--- src/rtl/hub75_scan_ctrl.sv ---
// HUB75 scan and bit-plane scheduler: streams framebuffer row pairs into the panel
// shift chain and time-slices OE with binary-coded modulation.
module hub75_scan_ctrl #(
    parameter int COLS     = 64,
    parameter int ROW_BITS = 4,
    parameter int PLANES   = 4,
    parameter int BASE_ON  = 8
) (
    input  logic                              clk,
    input  logic                              rst,
    input  logic                              en,
    output logic [ROW_BITS+$clog2(COLS)-1:0]  rd_addr,
    input  logic [6*PLANES-1:0]               rd_data,
    output logic                              A,
    output logic                              B,
    output logic                              C,
    output logic                              D,
    output logic                              R0,
    output logic                              G0,
    output logic                              B0,
    output logic                              R1,
    output logic                              G1,
    output logic                              B1,
    output logic                              clk_shft,
    output logic                              LAT,
    output logic                              OE,
    output logic                              frame_done,
    output logic                              busy
);

    localparam int CB = $clog2(COLS);
    localparam int PB = (PLANES > 1) ? $clog2(PLANES) : 1;
    localparam int DW = $clog2(BASE_ON << (PLANES - 1)) + 1;
    localparam int AW = ROW_BITS + CB;

    typedef enum logic [2:0] {
        IDLE    = 3'd0,
        SHIFT   = 3'd1,
        BLANK   = 3'd2,
        LATCH   = 3'd3,
        DISPLAY = 3'd4
    } state_t;

    state_t                state_r, state_nxt_s;
    logic                  phase_r, phase_nxt_s;
    logic [CB-1:0]         col_r, col_nxt_s;
    logic [ROW_BITS-1:0]   row_r, row_nxt_s;
    logic [PB-1:0]         plane_r, plane_nxt_s;
    logic [DW-1:0]         cnt_r, cnt_nxt_s;
    logic [AW-1:0]         rd_addr_r, rd_addr_nxt_s;
    logic [5:0]            rgb_r, rgb_nxt_s;
    logic [ROW_BITS-1:0]   abcd_r, abcd_nxt_s;
    logic                  clk_shft_r, clk_shft_nxt_s;
    logic                  lat_r, lat_nxt_s;
    logic                  oe_r, oe_nxt_s;
    logic                  frame_done_r, frame_done_nxt_s;
    logic                  busy_r, busy_nxt_s;

    logic [DW-1:0]         on_len_s;
    logic                  disp_last_s;
    logic                  row_adv_s;
    logic [ROW_BITS-1:0]   next_row_s;
    logic [PB-1:0]         next_plane_s;
    logic [3:0]            pins_s;

    // Picks bit p of each colour field; field 5 is R0, field 0 is B1.
    function automatic logic [5:0] plane_bits(input logic [6*PLANES-1:0] word,
                                              input logic [PB-1:0] p);
        logic [5:0] bits;
        for (int f = 0; f < 6; f++) begin
            bits[f] = word[f*PLANES + int'(p)];
        end
        return bits;
    endfunction

    assign on_len_s     = DW'(BASE_ON) << plane_r;
    assign disp_last_s  = (cnt_r == (on_len_s - DW'(1)));
    assign row_adv_s    = (plane_r == PB'(PLANES - 1));
    assign next_row_s   = row_adv_s ? (row_r + ROW_BITS'(1)) : row_r;
    assign next_plane_s = row_adv_s ? PB'(0) : (plane_r + PB'(1));

    // State register
    always_ff @(posedge clk or posedge rst) begin
        if (rst) begin
            state_r <= IDLE;
        end else begin
            state_r <= state_nxt_s;
        end
    end

    // Next-state, counters and next panel outputs; panel pins lag the state by one cycle
    always_comb begin
        state_nxt_s      = state_r;
        phase_nxt_s      = phase_r;
        col_nxt_s        = col_r;
        row_nxt_s        = row_r;
        plane_nxt_s      = plane_r;
        cnt_nxt_s        = cnt_r;
        rd_addr_nxt_s    = rd_addr_r;
        rgb_nxt_s        = rgb_r;
        abcd_nxt_s       = abcd_r;
        clk_shft_nxt_s   = 1'b0;
        lat_nxt_s        = 1'b0;
        oe_nxt_s         = 1'b1;
        frame_done_nxt_s = 1'b0;
        busy_nxt_s       = (state_r != IDLE);
        case (state_r)
            IDLE: begin
                rgb_nxt_s = 6'd0;
                if (en) begin
                    state_nxt_s = SHIFT;
                    phase_nxt_s = 1'b0;
                    col_nxt_s   = CB'(0);
                end else begin
                    state_nxt_s = IDLE;
                end
            end
            SHIFT: begin
                if (!phase_r) begin
                    rgb_nxt_s     = plane_bits(rd_data, plane_r);
                    phase_nxt_s   = 1'b1;
                    rd_addr_nxt_s = {row_r, col_r + CB'(1)};
                end else begin
                    clk_shft_nxt_s = 1'b1;
                    phase_nxt_s    = 1'b0;
                    col_nxt_s      = col_r + CB'(1);
                    if (col_r == CB'(COLS - 1)) begin
                        state_nxt_s = BLANK;
                    end else begin
                        state_nxt_s = SHIFT;
                    end
                end
            end
            BLANK: begin
                state_nxt_s = LATCH;
                cnt_nxt_s   = DW'(0);
            end
            LATCH: begin
                lat_nxt_s     = 1'b1;
                abcd_nxt_s    = row_r;
                rd_addr_nxt_s = {next_row_s, CB'(0)};
                cnt_nxt_s     = DW'(0);
                state_nxt_s   = DISPLAY;
            end
            DISPLAY: begin
                oe_nxt_s = 1'b0;
                if (disp_last_s) begin
                    frame_done_nxt_s = row_adv_s && (row_r == {ROW_BITS{1'b1}});
                    if (en) begin
                        state_nxt_s = SHIFT;
                        phase_nxt_s = 1'b0;
                        col_nxt_s   = CB'(0);
                        row_nxt_s   = next_row_s;
                        plane_nxt_s = next_plane_s;
                    end else begin
                        state_nxt_s   = IDLE;
                        row_nxt_s     = ROW_BITS'(0);
                        plane_nxt_s   = PB'(0);
                        rd_addr_nxt_s = AW'(0);
                    end
                end else begin
                    cnt_nxt_s = cnt_r + DW'(1);
                end
            end
            default: begin
                state_nxt_s = IDLE;
            end
        endcase
    end

    // Datapath and registered panel outputs
    always_ff @(posedge clk or posedge rst) begin
        if (rst) begin
            phase_r      <= 1'b0;
            col_r        <= CB'(0);
            row_r        <= ROW_BITS'(0);
            plane_r      <= PB'(0);
            cnt_r        <= DW'(0);
            rd_addr_r    <= AW'(0);
            rgb_r        <= 6'd0;
            abcd_r       <= ROW_BITS'(0);
            clk_shft_r   <= 1'b0;
            lat_r        <= 1'b0;
            oe_r         <= 1'b1;
            frame_done_r <= 1'b0;
            busy_r       <= 1'b0;
        end else begin
            phase_r      <= phase_nxt_s;
            col_r        <= col_nxt_s;
            row_r        <= row_nxt_s;
            plane_r      <= plane_nxt_s;
            cnt_r        <= cnt_nxt_s;
            rd_addr_r    <= rd_addr_nxt_s;
            rgb_r        <= rgb_nxt_s;
            abcd_r       <= abcd_nxt_s;
            clk_shft_r   <= clk_shft_nxt_s;
            lat_r        <= lat_nxt_s;
            oe_r         <= oe_nxt_s;
            frame_done_r <= frame_done_nxt_s;
            busy_r       <= busy_nxt_s;
        end
    end

    assign pins_s     = 4'(abcd_r);
    assign A          = pins_s[0];
    assign B          = pins_s[1];
    assign C          = pins_s[2];
    assign D          = pins_s[3];
    assign R0         = rgb_r[5];
    assign G0         = rgb_r[4];
    assign B0         = rgb_r[3];
    assign R1         = rgb_r[2];
    assign G1         = rgb_r[1];
    assign B1         = rgb_r[0];
    assign rd_addr    = rd_addr_r;
    assign clk_shft   = clk_shft_r;
    assign LAT        = lat_r;
    assign OE         = oe_r;
    assign frame_done = frame_done_r;
    assign busy       = busy_r;

endmodule

--- config.mk ---
export PLATFORM = sky130hd
export DESIGN_NAME = hub75_scan_ctrl
export DESIGN_NICKNAME = d
export VERILOG_FILES = /design/src/rtl/hub75_scan_ctrl.sv
export SDC_FILE = /design/constraint.sdc
export NUM_CORES = 1
export LEC_CHECK = 0
export ABC_AREA = 1
export CAP_MARGIN = 20
export CORE_AREA = 2 2 80 82
export DETAILED_ROUTE_END_ITERATION = 8
export DIE_AREA = 0 0 82 84
export MAX_ROUTING_LAYER = met4
export PLACE_DENSITY = 0.68
export SYNTH_ARGS = -nofsm -noshare
export SYNTH_HDL_FRONTEND = slang
export SYNTH_SLANG_ARGS = --single-unit
export TNS_END_PERCENT = 30
--- constraint.sdc ---
create_clock -name clk -period 4.35 [get_ports clk]
set_input_delay 1.305 -clock clk [delete_from_list [all_inputs] [get_ports clk]]
set_output_delay 1.305 -clock clk [all_outputs]
set_load 0.01 [all_outputs]
==> results by group, run 1 <==
Outcome
  – Status: completed

Place
  – # port buffers: about 50
  – Post-DP HPWL: approximately 3900 µm
  – Placed cells: roughly 450
  – Placer congestion estimate: 0.828

Clock tree
  – Post-CTS Resized: 0
  – CTS clock-pin slew for the worst setup and hold paths: 0.09 ns
  – TritonCTS buffer count: 5
  – Postcts setup bufs: 0
  – Root Driver: clkbuf_8
  – H-tree depth: 2
  – Clock buffer depth: 2
  – Worst skew pair latency: about 0.30 ns
  – Post-CTS Hold Buffers: 0
  – CTS tree: yes
  – Clock sinks: 48

Worst setup path
  – Critical path class: reg2reg
  – Worst r2r src: plane_r[0]$_DFFE_PP0P_
  – CP Data Arrival Time: approximately 2.8 ns
  – Crit. Startpoint: plane_r[0]$_DFFE_PP0P_
  – Crit. End Element: flip-flop
  – Worst path required time: about 4.5 ns
  – FF-to-FF setup slack: ~1.7 ns
  – R2R Path End: row_r[1]$_DFFE_PP0P_
  – Worst R2R Path Depth: 10
  – Critical path peak fanout: 17
  – Startpoint Class: flip-flop

Routing
  – Drt total wl: approximately 5200 µm
  – Routed Antenna Nets: 0
  – Post-DR vias/cell: between 4 and 5
  – Vias post-DR: about 2,200
  – Drt wl/cell: between 10 and 15 µm
  – Residual DRC: 0
  – DRT Pass-1 Iters: 4
  – Initial drt markers: around 110

Synthesis
  – Netlist cell types: 29
  – Synthesized area: around 2600 µm²
  – Synthesized flop and latch total: 48
  – Synth warnings: 0
  – Gate Count Post-Synth: 327
  – Syn Area/Cell: 7.85 µm²
  – Sequential area share after synthesis: between 40% and 50%
  – Net count after synthesis: ~360

Die
  – Die Span X: ~82 µm
  – Core footprint: between 6000 and 7000 µm²
  – Total die area: 6890 µm²
  – Cell row count: 29
  – Die H: 84 µm
  – Number of I/O pins: 52
  – Starting density of the core: 42.1%

Global route
  – Vias in the first global route: roughly 2,100
  – Largest net degree at the start of global routing: 49
  – First-pass GRT wire length: a little under 9000 µm
  – Total track usage: 16.5%
  – Global route total overflow: 0
  – Antenna violations before repair: 0

Power and ir drop
  – Leakage: 0.00162 µW
  – Pwr Density: between 200 and 250 nW/µm²
  – Comb pwr share: ~6.7%
  – Design Power: approximately 780 µW
  – Net switching power: roughly 170 µW
  – Net Sw Frac: approximately 22%
  – Clock share of power: between 30 and 40%
  – Pint: 608 µW
  – Worst vdd ir: 0.000116 V
  – Seq pwr share: 57.8%

Timing
  – Fin. max-slew vios: 0
  – Skew final: 0.00438 ns
  – Final Hold Fails: 0
  – Setup TNS: 0 ns
  – Post-layout minimum cycle time: around 2.6 ns
  – Slew HR: between 50% and 60%
  – Final setup viols: 0
  – Final worst-path cycle share: about three fifths
  – RSZ-0062 raised after global routing: no
  – Measured slew at the worst slew-check pin: about 0.70 ns
  – F_max: around 0.38 GHz
  – WHS: 0.480 ns

Cells and area
  – Ant. Diodes: 0
  – Proportion of layout cells with a drive suffix above 1: 7.39%
  – Area growth, synth to finish: 26.0%
  – Final std cells w/o fill: roughly 460
  – Final net count: just over 400

Worst hold path
  – Worst min-delay path endpoint: rd_addr[9]$_DFFE_PP0P_
  – Worst Hold Launch: rd_addr[9]$_DFFE_PP0P_
  – Worst hold stages: 2
  – Hold Crit Class: reg2reg

Run
  – Max_cap viols: 0
==> cell usage after synthesis (all sizes together) <==
library cell  count  area [µm²]
nor3              4        25.0
inv              30         113
o22ai            11        75.1
xor2              5        43.8
clkinv            1        3.75
nor2             31         121
nand2           112         440
o211a             1        10.0
ha                7        87.6
dfstp             1        26.3
a21oi             1        5.00
buf               5        48.8
nor4              1        6.26
dfrtp            47        1180
nand4             2        12.5
clkbuf            3        11.3
o21ai            35         198
or2               1        6.26
nor3b             1        7.51
nand3            28         150
==> layout make-up <==
type                       instances  area [µm²]
fill                             582        2860
inverter                          31         116
multi-input combinational        240        1190
sequential                        48        1200
clock inverter                     2        10.0
clock buffer                       6        82.6
tap                               77        96.3
timing repair buffer              52         538
==> flip-flops by register name (all words and copies together) (netlist names) <==
register and count:
rd_addr 10, cnt_r 7, col_r 6, rgb_r 6, abcd_r 4, row_r 4, state_r 3, plane_r 2
LAT 1, OE 1, busy 1, clk_shft 1, frame_done 1, phase_r 1
==> worst max-delay path by stage <==
stage | to
finish | row_r[1]$_DFFE_PP0P_
global route | row_r[1]$_DFFE_PP0P_
CTS | OE
detailed placement | row_r[1]$_DFFE_PP0P_
global placement | row_r[2]$_DFFE_PP0P_
floorplan | LAT$_DFF_PP0_
==> per-layer routing <==
metal  global-route usage (%)  vias up  share of wire [%]
met5                        -        -                  0
met4                     4.55        0                1.4
met3                     3.68        6                5.4
met2                     26.3       59                 45
met1                     21.1     1011                 48
li1                         -     1159                  -
==> metrics by stage <==
stage | cell area [µm²] | setup WS [ns] | util (%)
finish | 3230 | 1.70 | 53.1
global route | 3230 | 1.39 | 53.1
CTS | 3210 | 1.70 | 52.6
detailed placement | 3110 | 1.72 | 51.1
global placement | 3110 | 1.75 | 51.1
floorplan | 2570 | 1.90 | -
==> cells in the final DEF, fill, tap and decap left out, types with 3 or more instances in the layout <==
| master | instances |
|---|---|
| nor2_1 | 29 |
| clkdlybuf4s50_1 | 51 |
| clkbuf_8 | 6 |
| dfrtp_1 | 47 |
| ha_1 | 7 |
| o21ai_2 | 6 |
| nor3_1 | 3 |
| nand3_1 | 26 |
| nand2_1 | 108 |
| xor2_1 | 5 |
| o22ai_1 | 10 |
| o21ai_0 | 29 |
| inv_1 | 28 |
==> critical path, stage by stage (launching register included) <==
cell and delay, ns:
dfrtp_1 0.67, inv_1 0.32, ha_1 0.32, inv_1 0.08, nand2_1 0.06, nand2_1 0.06
nand2_1 0.04, nand2_1 0.09, nand3_2 0.12, nor2_1 0.56, o21ai_0 0.17
==> power by group through the flow <==
| stage | logic (µW) | registers [µW] | clock network (µW) |
|---|---|---|---|
| 6_report | 52.3 | 450 | 277 |
| 5_1_grt | 57.6 | 451 | 299 |
| 3_5_place_dp | 50.2 | 459 | 0 |
| 3_3_place_gp | 49.8 | 459 | 0 |
| 2_1_floorplan | 15.1 | 460 | 0 |
| 4_1_cts | 50.3 | 450 | 281 |
==> cell families after synthesis <==
logic type / share of synthesized area [%]
and+or+nand+nor: 30.0
AOI/OAI and AO/OA: 11.2
adders and majority gates: 3.41
DFF: 46.8
buffers and inverters: 6.87
xor gates and xnor gates: 1.71
Note: power is estimated with default switching activity, not from simulation.
==> run 2: changes to the inputs <==
==> constraint.sdc (replaced) <==
create_clock -name clk -period 2.5 [get_ports clk]
set_input_delay 0.75 -clock clk [delete_from_list [all_inputs] [get_ports clk]]
set_output_delay 0.75 -clock clk [all_outputs]
set_load 0.01 [all_outputs]
==> results by group, run 2 (same netlist as run 1, synthesis figures left out) <==
Outcome
  – Status: completed

Power and ir drop
  – Pwr Density: 416 nW/µm² (+73%)
  – Design Power: 1360 µW (+74%)
  – Leakage: 0.00163 µW (+0.62%)
  – Worst vdd ir: 0.000229 V (+97%)

Cells and area
  – Area growth, synth to finish: 26.9%
  – Final net count: 416 (+0.97%)
  – Proportion of layout cells with a drive suffix above 1: 8.09% (+0.71 points)
  – Commonest non-fill, non-tap cell in the layout: nand2_1
  – Ant. Diodes: 0 (unchanged)
  – Area taken by multi-input logic gates: 1190 µm² (unchanged)
  – Register area: 1200 µm² (unchanged)
  – Final instance area: 3260 µm² (+0.73%)
  – Number of flip-flops in the largest register: 10 (unchanged)
  – Most frequent cells in the layout: nand2_1, clkdlybuf4s50_1, dfrtp_1
  – Final core utilization: 53.4% (+0.39 points)
  – FILL cells: 594 (+2.1%)

Die
  – Cell row count: 29 (unchanged)
  – Starting density of the core: 42.1% (unchanged)
  – Core footprint: 6100 µm² (unchanged)
  – Die Span X: 82 µm (unchanged)
  – Number of I/O pins: 52 (unchanged)
  – Total die area: 6890 µm² (unchanged)
  – Die H: 84 µm (unchanged)

Global route
  – Vias in the first global route: 2,195 (+7.0%)
  – Total track usage: 18.0% (+1.4 points)
  – Largest net degree at the start of global routing: 20 (-59%)
  – Antenna violations before repair: 0 (unchanged)
  – Global route total overflow: 0 (unchanged)
  – First-pass GRT wire length: 9540 µm (+9.2%)

Timing
  – Fin. max-slew vios: 0 (unchanged)
  – F_max: 0.474 GHz (+26%)
  – Setup TNS: 0 ns (unchanged)
  – RSZ-0062 raised after global routing: no
  – Final setup viols: 0 (unchanged)
  – Skew final: 0.00883 ns (+0.00445 ns)
  – Measured slew at the worst slew-check pin: 0.454 ns (-0.246 ns)
  – Final Hold Fails: 0 (unchanged)
  – Fin worst setup slack: 0.391 ns (-1.31 ns)
  – Final worst-path cycle share: 84.3% (+23 points)
  – Slew HR: 69.8% (+17 points)
  – Post-layout minimum cycle time: 2.11 ns (-0.541 ns)

Clock tree
  – CTS tree: yes
  – Root Driver: clkbuf_8
  – Worst skew pair latency: 0.30 ns (about the same)
  – Clock sinks: 48 (unchanged)
  – CTS clock-pin slew for the worst setup and hold paths: 0.09 ns (about the same)
  – H-tree depth: 2 (unchanged)
  – Post-CTS Hold Buffers: 0 (unchanged)
  – Postcts setup bufs: 0 (unchanged)
  – Post-CTS Resized: 0 (unchanged)
  – TritonCTS buffer count: 5 (unchanged)
  – Clock buffer depth: 2 (unchanged)

Worst setup path
  – Worst path required time: 2.68 ns (-1.82 ns)
  – R2R Path End: row_r[0]$_DFFE_PP0P_
  – CP Data Arrival Time: 2.29 ns (-0.51 ns)
  – Critical path class: reg2reg
  – Critical path peak fanout: 17 (unchanged)
  – Crit. End Element: flip-flop
  – Startpoint Class: flip-flop
  – Worst R2R Path Depth: 11 (+1)
  – FF-to-FF setup slack: 0.39 ns (-1.31 ns)
  – Worst r2r src: plane_r[0]$_DFFE_PP0P_

Run
  – Max_cap viols: 0 (unchanged)

Routing
  – Residual DRC: 0 (unchanged)
  – Vias post-DR: 2,274 (+1.7%)
  – Initial drt markers: 112 (+6.7%)
  – Post-DR vias/cell: 4.94 (+0.86%)
  – Routed met2 length: 2590 µm (+10%)
  – DRT Pass-1 Iters: 4 (unchanged)
  – Routed wl met3: 293 µm (+4.3%)
  – Drt wl/cell: 11.8 µm (+3.1%)
  – Top Layer Used: met4
  – Wl on met1: 2450 µm (-2.0%)
  – Drt total wl: 5410 µm (+4.0%)
  – Routed Antenna Nets: 0 (unchanged)

Worst hold path
  – Worst Hold Launch: rd_addr[9]$_DFFE_PP0P_
  – Hold Crit Class: reg2reg
  – Worst min-delay path endpoint: rd_addr[9]$_DFFE_PP0P_
  – Worst hold stages: 2 (unchanged)

Place
  – Pre-CTS setup slack: 0.410 ns (-1.31 ns)
  – Area post-placement: 3160 µm² (+1.6%)
  – Placer congestion estimate: 0.913 (+10%)
  – # port buffers: 51 (unchanged)
  – Post-DP HPWL: 4200 µm (+8.4%)
==> run 2: changes by cell type in the layout (fill, tap and decap cells not counted), sizes merged <==
cell      before  now
buf            1    5
clkinv         3    1
clkbuf         6    7
clkinvlp       0    1
==> run 2: critical path, cell delays in order (launching register included) <==
cell     delay, ns
dfrtp_1       0.63
inv_1         0.12
ha_1          0.24
inv_1         0.07
nand2_1       0.06
nand2_1       0.06
nand2_1       0.04
nand2_1       0.07
nand3_2       0.12
nor2_1        0.28
buf_4         0.22
o21ai_0       0.07
==> run 2: layer usage <==
layer,track usage [%],up-vias
met1,22.5,1043
met2,28.8,61
li1,-,1164
met5,-,-
met3,3.35,6
met4,6.21,0
==> run 2: per-stage QoR <==
| stage | hold slack, ns | instances |
|---|---|---|
| after floorplan | 0.455 | 327 |
| after global placement | 0.462 | 452 |
| after detailed placement | 0.470 | 452 |
| after CTS | 0.492 | 460 |
| after global routing | 0.510 | 460 |
| final | 0.486 | 460 |
==> run 2: worst max-delay path by stage <==
stage | startpoint | endpoint | slack, ns
4_1_cts | OE$_DFF_PP1_ | OE | 0.39
5_1_grt | plane_r[0]$_DFFE_PP0P_ | row_r[3]$_DFFE_PP0P_ | 0.10
3_5_place_dp | plane_r[0]$_DFFE_PP0P_ | row_r[2]$_DFFE_PP0P_ | 0.41
3_3_place_gp | en | rd_addr[0]$_DFFE_PP0P_ | 0.47
2_1_floorplan | plane_r[0]$_DFFE_PP0P_ | rd_addr[6]$_DFFE_PP0P_ | 0.58
6_report | plane_r[0]$_DFFE_PP0P_ | row_r[0]$_DFFE_PP0P_ | 0.39
==> run 2: cell type report <==
cell class,instances,area share [%]
multi-input cells,240,36.5
inverters,31,3.57
clock buffers,7,2.65
clock inverters,1,0.230
repair buffers,56,17.2
well taps,77,2.96
flip-flops and latches,48,36.9
==> run 2: report_power, final <==
group          internal [µW]  leakage [µW]  switching, µW
clock                    225     0.0000445            257
sequential               781      0.000576           2.78
combinational           55.0       0.00101           36.8
==> run 3: changes to the inputs <==
--- a/config.mk
+++ b/config.mk
@@ -11,7 +11,7 @@
 export DETAILED_ROUTE_END_ITERATION = 8
 export DIE_AREA = 0 0 82 84
 export MAX_ROUTING_LAYER = met4
-export PLACE_DENSITY = 0.68
+export PLACE_DENSITY = 0.71
 export SYNTH_ARGS = -nofsm -noshare
 export SYNTH_HDL_FRONTEND = slang
 export SYNTH_SLANG_ARGS = --single-unit
==> constraint.sdc (replaced) <==
create_clock -name clk -period 1.72 [get_ports clk]
set_input_delay 0.516 -clock clk [delete_from_list [all_inputs] [get_ports clk]]
set_output_delay 0.516 -clock clk [all_outputs]
set_load 0.01 [all_outputs]
==> results by group, run 3 (same netlist as run 1, synthesis figures left out) <==
Cells and area
  – Number of flip-flops in the largest register: 10 (unchanged)
  – Most frequent cells in the layout: nand2_1, dfrtp_1, clkdlybuf4s50_1
  – Area taken by multi-input logic gates: 1290 µm² (+8.9%)
  – Proportion of layout cells with a drive suffix above 1: 16.2% (+8.1 points)
  – Final net count: 429 (+3.1%)
  – Commonest non-fill, non-tap cell in the layout: nand2_1
  – Register area: 1200 µm² (+0.10%)
  – FILL cells: 576 (-3.0%)
  – Final std cells w/o fill: 473 (+2.8%)
  – Ant. Diodes: 0 (unchanged)
  – Area growth, synth to finish: 36.8%

Routing
  – Post-DR vias/cell: 4.94 (about the same)
  – Drt wl/cell: 12.6 µm (+7.2%)
  – Routed Antenna Nets: 0 (unchanged)
  – Initial drt markers: 122 (+8.9%)
  – Residual DRC: 0 (unchanged)
  – DRT Pass-1 Iters: 4 (unchanged)
  – Vias post-DR: 2,336 (+2.7%)
  – Drt total wl: 5960 µm (+10%)

Die
  – Cell row count: 29 (unchanged)
  – Starting density of the core: 42.1% (unchanged)
  – Number of I/O pins: 52 (unchanged)
  – Core footprint: 6100 µm² (unchanged)
  – Die H: 84 µm (unchanged)
  – Die Span X: 82 µm (unchanged)
  – Total die area: 6890 µm² (unchanged)

Run
  – Max_cap viols: 0 (unchanged)

Global route
  – Total track usage: 18.1% (+0.12 points)
  – Met1 Use GR: 22.4% (-0.16 points)
  – M2 GR Usage: 29.6% (+0.74 points)
  – Largest net degree at the start of global routing: 38 (+90%)
  – M3 GR Usage: 3.90% (+0.54 points)
  – Busiest grt layer: met2
  – Antenna violations before repair: 0 (unchanged)
  – Global route total overflow: 0 (unchanged)
  – First-pass GRT wire length: 9490 µm (-0.50%)
  – Vias in the first global route: 2,161 (-1.5%)

Timing
  – Skew final: 0.00718 ns (-0.00165 ns)
  – Post-layout minimum cycle time: 1.71 ns (-0.394 ns)
  – Final worst-path cycle share: 99.7% (+15 points)
  – RSZ-0062 raised after global routing: yes
  – Final Hold Fails: 0 (unchanged)
  – Fin. max-slew vios: 0 (unchanged)
  – Measured slew at the worst slew-check pin: 0.295 ns (-0.158 ns)
  – F_max: 0.583 GHz (+23%)
  – Fin worst setup slack: 0.00555 ns (-0.386 ns)
  – Final setup viols: 0 (unchanged)
  – Slew HR: 80.3% (+11 points)

Worst setup path
  – CP Data Arrival Time: 1.96 ns (-0.33 ns)
  – Startpoint Class: flip-flop
  – Critical path class: reg2reg
  – Cell family with most CP delay: simple AND/OR/NAND/NOR gates
  – Max incr delay on CP: 0.44 ns (-0.19 ns)
  – Crit path cell chain: inv_2 -> ha_4 -> inv_1 -> nand2_1 -> nand3_2 -> nor2_4 -> nand3_4 -> nand2_8 -> buf_6 -> nand4_1 -> nand2_1
  – Critical path peak fanout: 8 (-9)
  – Worst path required time: 1.96 ns (-0.72 ns)
  – Slowest-stage cell, CP: dfrtp_1
  – CP dominant cell by count: nand2_1
  – Worst path bufs/invs: 3 (unchanged)
  – Crit. End Element: flip-flop

Clock tree
  – TritonCTS buffer count: 5 (unchanged)
  – Root Driver: clkbuf_8
  – CTS clock-pin slew for the worst setup and hold paths: 0.09 ns (about the same)
  – Clock buffer depth: 2 (unchanged)
  – CTS tree: yes
  – Post-CTS Hold Buffers: 0 (unchanged)
  – Worst skew pair latency: 0.30 ns (about the same)
  – H-tree depth: 2 (unchanged)
  – Clock sinks: 48 (unchanged)

Place
  – # port buffers: 51 (unchanged)
  – Post-DP HPWL: 4320 µm (+2.9%)
  – Placer congestion estimate: 0.870 (-4.7%)
  – Placed cells: 462 (+2.2%)
  – Pre-CTS setup slack: -0.0288 ns (-0.439 ns)

Outcome
  – Status: completed

Worst hold path
  – Hold Crit Class: in2async

Power and ir drop
  – Worst vdd ir: 0.000288 V (+26%)
  – Pwr Density: 590 nW/µm² (+42%)
  – Leakage: 0.00190 µW (+17%)
==> run 3: path summary, 6_finish.rpt <==
path                                         from                endpoint  slack, ns  cells after the start
setup / recovery           plane_r[1]$_DFFE_PP0P_    col_r[0]$_DFFE_PP0P_      0.006                     11
hold / removal                                rst   abcd_r[2]$_DFFE_PP0P_       0.48                      2
setup reg to reg           plane_r[1]$_DFFE_PP0P_    col_r[0]$_DFFE_PP0P_      0.006                     11
hold reg to reg            rd_addr[6]$_DFFE_PP0P_  rd_addr[6]$_DFFE_PP0P_       0.48                      2
max in group asynchronous                     rst  state_r[1]$_DFFE_PP0P_       0.75                      3
min in group clk           rd_addr[6]$_DFFE_PP0P_  rd_addr[6]$_DFFE_PP0P_       0.48                      2
==> run 3: area by class of cell <==
class,instances,share of cell area (%)
Multi-Input combinational cell,240,36.9
Sequential cell,48,34.3
Timing Repair Buffer,69,19.8
Inverter,31,3.31
Tap cell,77,2.74
Clock buffer,7,2.17
Clock inverter,1,0.855
==> run 3: worst reg2reg max path, cell delays in order (launching register included) <==
cell and delay [ns]:
dfrtp_1 0.44, inv_2 0.12, ha_4 0.14, inv_1 0.05
nand2_1 0.07, nand3_2 0.09, nor2_4 0.14, nand3_4 0.14
nand2_8 0.15, buf_6 0.15, nand4_1 0.09, nand2_1 0.07
==> run 3: timing repair <==
action,in CTS,in global routing
pin swaps,1,8
endpoints found under the setup margin,25,52
buffers inserted,0,3
resized for setup,11,40
gates cloned,0,0
==> run 3: power by group <==
group / total [µW] / internal, µW / switching [µW]
combinational: 131 / 76.7 / 54.0
clock: 802 / 435 / 367
sequential: 1140 / 1130 / 3.78
==> run 3: through the flow <==
stage	power (µW)	setup TNS [ns]	cell area (µm²)	hold slack (ns)	utilization, %
global placement	1290	-0.0419	3250	0.458	53.3
global route	2150	-2.42	3510	0.498	57.6
floorplan	1200	0	2590	0.455	-
detailed placement	1300	-0.286	3250	0.462	53.3
CTS	2090	0	3360	0.483	55.0
finish	2070	0	3510	0.476	57.6
==> run 3: routing by layer <==
layer  up-vias  routed length, µm
li1       1193                  -
met1      1069               2610
met2        68               3040
met3         6                246
met4         0                 63
met5         -                  0
